File: src/rtl/c2h_byp_loopback_q.sv
// Buffered C2H descriptor-bypass loopback: per-path FIFOs between c2h_byp_out_* and
// c2h_byp_in_{mm,st_csh}_*, registered marker responses and an ordered MM marker FSM.

module c2h_byp_loopback_q_fifo #(
    parameter int W     = 8,
    parameter int DEPTH = 8
) (
    input  logic                       clk_i,
    input  logic                       reset_i,
    input  logic                       push_i,
    input  logic [W-1:0]               data_i,
    input  logic                       pop_i,
    output logic [W-1:0]               data_o,
    output logic                       vld_o,
    output logic                       full_o,
    output logic [$clog2(DEPTH+1)-1:0] occ_o
);
    localparam int PTR_W = $clog2(DEPTH);
    localparam int OCC_W = $clog2(DEPTH+1);

    logic [W-1:0]     mem_q [DEPTH];
    logic [PTR_W-1:0] wrPtr_q;
    logic [PTR_W-1:0] rdPtr_q;
    logic [OCC_W-1:0] occ_q;

    always_ff @(posedge clk_i) begin
        if (reset_i) begin
            wrPtr_q <= '0;
            rdPtr_q <= '0;
            occ_q   <= '0;
        end else begin
            if (push_i) wrPtr_q <= wrPtr_q + PTR_W'(1);
            if (pop_i)  rdPtr_q <= rdPtr_q + PTR_W'(1);
            occ_q <= occ_q + OCC_W'(push_i) - OCC_W'(pop_i);
        end
    end

    always_ff @(posedge clk_i) begin
        if (push_i) mem_q[wrPtr_q] <= data_i;
    end

    // Head is forced to zero when empty so idle outputs read as 0.
    assign vld_o  = (occ_q != '0);
    assign full_o = (occ_q == OCC_W'(DEPTH));
    assign occ_o  = occ_q;
    assign data_o = vld_o ? mem_q[rdPtr_q] : '0;
endmodule

module c2h_byp_loopback_q #(
    parameter int DSC_W   = 256,
    parameter int QID_W   = 11,
    parameter int DEPTH   = 8,
    parameter int MRKR_TO = 1023
) (
    input  logic                       axi_aclk,
    input  logic                       axi_areset,
    input  logic [1:0]                 c2h_dsc_bypass,
    input  logic                       c2h_mm_marker_req,
    input  logic [6:0]                 pfch_byp_tag,
    input  logic [DSC_W-1:0]           c2h_byp_out_dsc,
    input  logic [2:0]                 c2h_byp_out_fmt,
    input  logic                       c2h_byp_out_st_mm,
    input  logic [QID_W-1:0]           c2h_byp_out_qid,
    input  logic                       c2h_byp_out_error,
    input  logic [7:0]                 c2h_byp_out_func,
    input  logic [15:0]                c2h_byp_out_cidx,
    input  logic [2:0]                 c2h_byp_out_port_id,
    input  logic [6:0]                 c2h_byp_out_pfch_tag,
    input  logic                       c2h_byp_out_vld,
    output logic                       c2h_byp_out_rdy,
    output logic [63:0]                c2h_byp_in_mm_radr,
    output logic [63:0]                c2h_byp_in_mm_wadr,
    output logic [15:0]                c2h_byp_in_mm_len,
    output logic                       c2h_byp_in_mm_sdi,
    output logic [QID_W-1:0]           c2h_byp_in_mm_qid,
    output logic                       c2h_byp_in_mm_error,
    output logic [7:0]                 c2h_byp_in_mm_func,
    output logic [15:0]                c2h_byp_in_mm_cidx,
    output logic [2:0]                 c2h_byp_in_mm_port_id,
    output logic                       c2h_byp_in_mm_mrkr_req,
    output logic                       c2h_byp_in_mm_no_dma,
    output logic                       c2h_byp_in_mm_vld,
    input  logic                       c2h_byp_in_mm_rdy,
    output logic [63:0]                c2h_byp_in_st_csh_addr,
    output logic [QID_W-1:0]           c2h_byp_in_st_csh_qid,
    output logic                       c2h_byp_in_st_csh_error,
    output logic [7:0]                 c2h_byp_in_st_csh_func,
    output logic [2:0]                 c2h_byp_in_st_csh_port_id,
    output logic [6:0]                 c2h_byp_in_st_csh_pfch_tag,
    output logic                       c2h_byp_in_st_csh_vld,
    input  logic                       c2h_byp_in_st_csh_rdy,
    output logic                       c2h_st_marker_rsp,
    output logic                       c2h_mm_marker_rsp,
    output logic [$clog2(DEPTH+1)-1:0] mm_occ,
    output logic [$clog2(DEPTH+1)-1:0] st_occ,
    output logic                       mrkr_busy,
    output logic                       mrkr_timeout
);
    localparam int MM_W = 64 + 64 + 16 + 1 + QID_W + 1 + 8 + 16 + 3;
    localparam int ST_W = 64 + QID_W + 1 + 8 + 3 + 7;
    localparam int TO_W = $clog2(MRKR_TO + 1);

    localparam logic [1:0] S_IDLE  = 2'd0;
    localparam logic [1:0] S_DRAIN = 2'd1;
    localparam logic [1:0] S_REQ   = 2'd2;
    localparam logic [1:0] S_WAIT  = 2'd3;

    logic [1:0]      state_q, state_d;
    logic [TO_W-1:0] toCnt_q, toCnt_d;
    logic            timeout_q, timeout_d;
    logic            mmRsp_q, stRsp_q;

    logic            isMrkr, bypAcc, mmPush, stPush, mmRspIn, stRspIn;
    logic            mmFull, stFull, mmFifoVld, stFifoVld, mmPop, stPop;
    logic [MM_W-1:0] mmDin, mmDout;
    logic [ST_W-1:0] stDin, stDout;
    logic [6:0]      stPfchIn;
    logic            unused_dsc;

    assign isMrkr  = (c2h_byp_out_fmt == 3'b001);
    assign bypAcc  = c2h_byp_out_vld & c2h_byp_out_rdy;
    assign mmPush  = bypAcc & ~isMrkr & c2h_byp_out_st_mm;
    assign stPush  = bypAcc & ~isMrkr & ~c2h_byp_out_st_mm;
    assign mmRspIn = bypAcc & isMrkr & c2h_byp_out_st_mm;
    assign stRspIn = bypAcc & isMrkr & ~c2h_byp_out_st_mm;

    // Markers are always accepted; MM pushes stall while the FSM is draining or driving a marker.
    always_comb begin
        c2h_byp_out_rdy = 1'b0;
        if (!axi_areset) begin
            if (isMrkr)
                c2h_byp_out_rdy = 1'b1;
            else if (c2h_byp_out_st_mm)
                c2h_byp_out_rdy = (c2h_dsc_bypass == 2'b01) && !mmFull &&
                                  ((state_q == S_IDLE) || (state_q == S_WAIT));
            else
                c2h_byp_out_rdy = ((c2h_dsc_bypass == 2'b01) || (c2h_dsc_bypass == 2'b10)) && !stFull;
        end
    end

    assign stPfchIn = (c2h_dsc_bypass == 2'b10) ? pfch_byp_tag : c2h_byp_out_pfch_tag;
    assign mmDin = {c2h_byp_out_dsc[63:0], c2h_byp_out_dsc[191:128], c2h_byp_out_dsc[79:64],
                    c2h_byp_out_dsc[94], c2h_byp_out_qid, c2h_byp_out_error, c2h_byp_out_func,
                    c2h_byp_out_cidx, c2h_byp_out_port_id};
    assign stDin = {c2h_byp_out_dsc[63:0], c2h_byp_out_qid, c2h_byp_out_error,
                    c2h_byp_out_func, c2h_byp_out_port_id, stPfchIn};
    assign unused_dsc = ^c2h_byp_out_dsc;

    assign mmPop = mmFifoVld & c2h_byp_in_mm_rdy;
    assign stPop = stFifoVld & c2h_byp_in_st_csh_rdy;

    c2h_byp_loopback_q_fifo #(.W(MM_W), .DEPTH(DEPTH)) u_mmFifo (
        .clk_i(axi_aclk), .reset_i(axi_areset), .push_i(mmPush), .data_i(mmDin),
        .pop_i(mmPop), .data_o(mmDout), .vld_o(mmFifoVld), .full_o(mmFull), .occ_o(mm_occ)
    );

    c2h_byp_loopback_q_fifo #(.W(ST_W), .DEPTH(DEPTH)) u_stFifo (
        .clk_i(axi_aclk), .reset_i(axi_areset), .push_i(stPush), .data_i(stDin),
        .pop_i(stPop), .data_o(stDout), .vld_o(stFifoVld), .full_o(stFull), .occ_o(st_occ)
    );

    // The FIFO is empty in S_REQ, so its zeroed head already supplies the marker's zero fields.
    assign {c2h_byp_in_mm_radr, c2h_byp_in_mm_wadr, c2h_byp_in_mm_len, c2h_byp_in_mm_sdi,
            c2h_byp_in_mm_qid, c2h_byp_in_mm_error, c2h_byp_in_mm_func, c2h_byp_in_mm_cidx,
            c2h_byp_in_mm_port_id} = mmDout;
    assign c2h_byp_in_mm_mrkr_req = (state_q == S_REQ);
    assign c2h_byp_in_mm_no_dma   = (state_q == S_REQ);
    assign c2h_byp_in_mm_vld      = mmFifoVld | (state_q == S_REQ);

    assign {c2h_byp_in_st_csh_addr, c2h_byp_in_st_csh_qid, c2h_byp_in_st_csh_error,
            c2h_byp_in_st_csh_func, c2h_byp_in_st_csh_port_id, c2h_byp_in_st_csh_pfch_tag} = stDout;
    assign c2h_byp_in_st_csh_vld = stFifoVld;

    // A response in the final WAIT cycle beats the timeout.
    always_comb begin
        state_d   = state_q;
        toCnt_d   = toCnt_q;
        timeout_d = timeout_q;
        case (state_q)
            S_IDLE:  if (c2h_mm_marker_req) state_d = S_DRAIN;
            S_DRAIN: if (mm_occ == '0) state_d = S_REQ;
            S_REQ: begin
                if (c2h_byp_in_mm_rdy) begin
                    state_d = S_WAIT;
                    toCnt_d = '0;
                end
            end
            S_WAIT: begin
                if (mmRspIn) begin
                    state_d = S_IDLE;
                end else if (toCnt_q == TO_W'(MRKR_TO - 1)) begin
                    state_d   = S_IDLE;
                    timeout_d = 1'b1;
                end else begin
                    toCnt_d = toCnt_q + TO_W'(1);
                end
            end
            default: state_d = S_IDLE;
        endcase
    end

    always_ff @(posedge axi_aclk) begin
        if (axi_areset) begin
            state_q   <= S_IDLE;
            toCnt_q   <= '0;
            timeout_q <= 1'b0;
            mmRsp_q   <= 1'b0;
            stRsp_q   <= 1'b0;
        end else begin
            state_q   <= state_d;
            toCnt_q   <= toCnt_d;
            timeout_q <= timeout_d;
            mmRsp_q   <= mmRspIn;
            stRsp_q   <= stRspIn;
        end
    end

    assign c2h_mm_marker_rsp = mmRsp_q;
    assign c2h_st_marker_rsp = stRsp_q;
    assign mrkr_busy         = (state_q != S_IDLE);
    assign mrkr_timeout      = timeout_q;
endmodule

File: config.mk
export PLATFORM = sky130hd
export DESIGN_NAME = c2h_byp_loopback_q
export DESIGN_NICKNAME = d
export VERILOG_FILES = /design/src/rtl/c2h_byp_loopback_q.sv
export SDC_FILE = /design/constraint.sdc
export NUM_CORES = 2
export LEC_CHECK = 0
export CELL_PAD_IN_SITES_DETAIL_PLACEMENT = 2
export CELL_PAD_IN_SITES_GLOBAL_PLACEMENT = 2
export CORE_MARGIN = 2
export CORE_UTILIZATION = 46
export DETAILED_ROUTE_END_ITERATION = 8
export PLACE_DENSITY_LB_ADDON = 0.05
export SYNTH_ARGS = -nofsm -noshare
export SYNTH_HDL_FRONTEND = slang
export SYNTH_SLANG_ARGS = --single-unit
File: constraint.sdc
create_clock -name axi_aclk -period 27.1 [get_ports axi_aclk]
set_input_delay 4.065 -clock axi_aclk [delete_from_list [all_inputs] [get_ports axi_aclk]]
set_output_delay 4.065 -clock axi_aclk [all_outputs]
set_load 0.05 [all_outputs]
==> impl_metrics.yaml <==
pwr:
  fin_total_pwr_uw: 10500
  p_leak_uw: 0.0309
  ir_drop_v: 0.0000823
  powerDensity_nw_per_um2: 103
detailed_routing:
  drtIter0Drc: 2772
  post_drt_wl_per_cell_um: 33.7
  drtPass1Iterations: 5
  wl_um: 240000
  vias: 41300
  via_per_inst: 5.81
  drcViolationCount: 0
  antenna_left: 0
final_layout:
  nets: 4756
  final_layout_size_suffix_gt1_share_pct: 21.3
  area_growth_pct: 18.0
  nFillCells: 15600
cts:
  clkLatencyLatePin_ns: 0.87
  clk_pin_slew_ns: 0.05
  cts_hold_buf: 0
  post_cts_buffers: 0
  numCtsBuffers: 230
  clockRootBuffer: "clkbuf_16"
  cts-resized-gates: 0
  htree_levels: 4
  cts_tree: "done"
  cts.path.max_buffers: 3
  cts.sinks: 2265
placed_design:
  gp_congestion: 0.735
  port-buffer-count: 504
  hpwl_um: 128000
critical_path:
  path_max_fanout: 5
  arrival_ns: 6.33
  path_class: "primary input to output port"
  cp-end-kind: "output port"
  cp-start-kind: "primary input"
  required_ns: 23.03
worst_hold_path:
  min_path_type: "flip-flop to flip-flop"
sta:
  fin_tns_setup_ns: 0
  period_minus_slack_ns: 10.39
  slew_viol_final: 0
  holdWs_ns: 0.484
  rsz0062_at_grt: "no"
  skew_ns: 0.0438
  hold_viol_final: 0
  slew_headroom_pct: 19.5
  fmax_mhz: 96.2
  setup_viol: 0
  worst_pin_slew_ns: 1.21
  fin_crit_sh_pct: 38.4
synth:
  syn_nets: 4152
  synth_ff_type: "edfxtp_1"
  ys_warn_count: 0
  ys_ff_latch: 2265
  synthCells: 3804
  synth_edf_count: 2224
  syn_area_um2: 86500
  synth_cell_types: 53
  yosysSeqAreaShare_pct: 78.1
  synth_area_per_cell_um2: 22.7
  async_reset_ff_share_pct: 0
global_routing:
  antenna_found_initial: 31
  grt_pass1_wl_um: 345000
  grt_use_total_pct: 25.2
  grt_max_degree: 149
  grt_overflow: 0
  first_global_vias: 46700
floorplan:
  die_y_um: 438
  start_util_pct: 46.2
  die_area_um2: 192000
  die_w_um: 438
  rows: 159
  core_region_area_um2: 187000
  io_pins: 616
run_status:
  status: "completed"
flow_run:
  drv_cap: 0
## flip-flops by register name (all words and copies together), names as in the netlist, 2 cells and up, named ones only
signal / count
u_stFifo.rdPtr_q: 3
u_mmFifo.mem_q: 1472
u_mmFifo.wrPtr_q: 3
u_stFifo.wrPtr_q: 3
u_mmFifo.rdPtr_q: 3
u_mmFifo.occ_o: 4
u_stFifo.occ_o: 4
state_q: 2
toCnt_q: 10
u_stFifo.mem_q: 752
## synth_stat cells (all sizes together), types with 5 or more instances
master / n / area share [%]
mux2i: 285 / 3.3
nand3: 9 / 0.052
a21oi: 9 / 0.052
nor3: 10 / 0.064
mux4: 556 / 14
or4: 5 / 0.043
buf: 130 / 0.79
clkbuf: 74 / 0.32
nand2: 20 / 0.087
dfxtp: 41 / 0.95
ha: 25 / 0.36
inv: 29 / 0.13
o311ai: 9 / 0.091
nor2: 297 / 1.3
mux2: 10 / 0.13
nor4b: 7 / 0.071
nor4: 5 / 0.036
edfxtp: 2224 / 77
nor3b: 5 / 0.049
## through the flow
step                instances  util (%)  setup slack [ns]  cell area [um^2]
global placement         6671      50.5             16.70             94500
CTS                      7107      54.4             16.70            102000
global route             7120      54.5             16.62            102000
finish                   7120      54.5             16.71            102000
detailed placement       6671      50.5             16.71             94500
floorplan                3804         -              2.13             86500
## logic make-up after synthesis
group                      count (synthesis)  share of synthesized area, %
DFF                                     2265                          78.1
muxes                                    851                          17.9
and+or+nand+nor                          381                          1.89
buffers and inverters                    233                          1.23
AOI/OAI and AO/OA                         39                         0.338
adders and majority gates                 27                         0.408
xor gates and xnor gates                   8                        0.0810
## cells in the final DEF (no fill, tap or decap), drive strengths merged, types with 3 or more instances in the layout
| cell | n |
|---|---|
| diode | 13 |
| ha | 25 |
| clkinvlp | 4 |
| or4 | 5 |
| a21oi | 9 |
| nor2b | 3 |
| mux2 | 10 |
| edfxtp | 2224 |
| nor3b | 5 |
| dfxtp | 41 |
| o41ai | 3 |
| inv | 34 |
| clkbuf | 296 |
| buf | 72 |
| nor4 | 5 |
| xnor2 | 4 |
| mux2i | 285 |
| nand2 | 20 |
| xor2 | 4 |
| nand3b | 3 |
| nor4b | 7 |
| a31oi | 4 |
| o311ai | 9 |
| clkinv | 108 |
| or3 | 3 |
| nand3 | 9 |
| nor3 | 10 |
| clkdlybuf4s50 | 504 |
| bufinv | 23 |
| mux4 | 556 |
| nor2 | 297 |
## metal layers
metal  wire (um)  vias to the layer above  track usage, %
met5         141                        -               0
met2      127000                     1150            44.5
li1            -                    17100               -
met1       93500                    22700            31.2
met3       10700                      383            4.25
met4        8970                       18            9.45
## critical path, cell delays in order
cell and delay, ns:
clkdlybuf4s50_1 0.48, inv_1 0.05, ha_1 0.30, o32a_1 0.44, a21oi_1 0.17, clkdlybuf4s50_1 0.82
## final timing paths
check / startpoint / endpoint / slack (ns) / cells past startpoint
hold / removal: mrkr_timeout / mrkr_timeout / 0.48 / 2
setup / recovery: c2h_dsc_bypass[0] / c2h_byp_out_rdy / 16.71 / 6
setup reg to reg: state_q[0] / u_stFifo.mem_q[4][11] / 22.78 / 8
hold reg to reg: mrkr_timeout / mrkr_timeout / 0.48 / 2
## cell type report
cell class,instances,area [um^2],share of cell area [%]
sequential,2265,67600,66.3
multi-input combinational,1306,17900,17.6
clock buffer,296,6200,6.08
timing repair buffer,576,5750,5.63
tap,2495,3120,3.06
clock inverter,140,1260,1.24
inverter,29,109,0.107
antenna,13,32.5,0.0319
## report_power, final
group          internal [uW]  switching [uW]  total (uW)
Sequential              3870            59.1        3930
Clock                   1820            1360        3180
Combinational           1200            2190        3390
Total                   6900            3600       10500
Note: power is estimated with default switching activity, not from simulation.
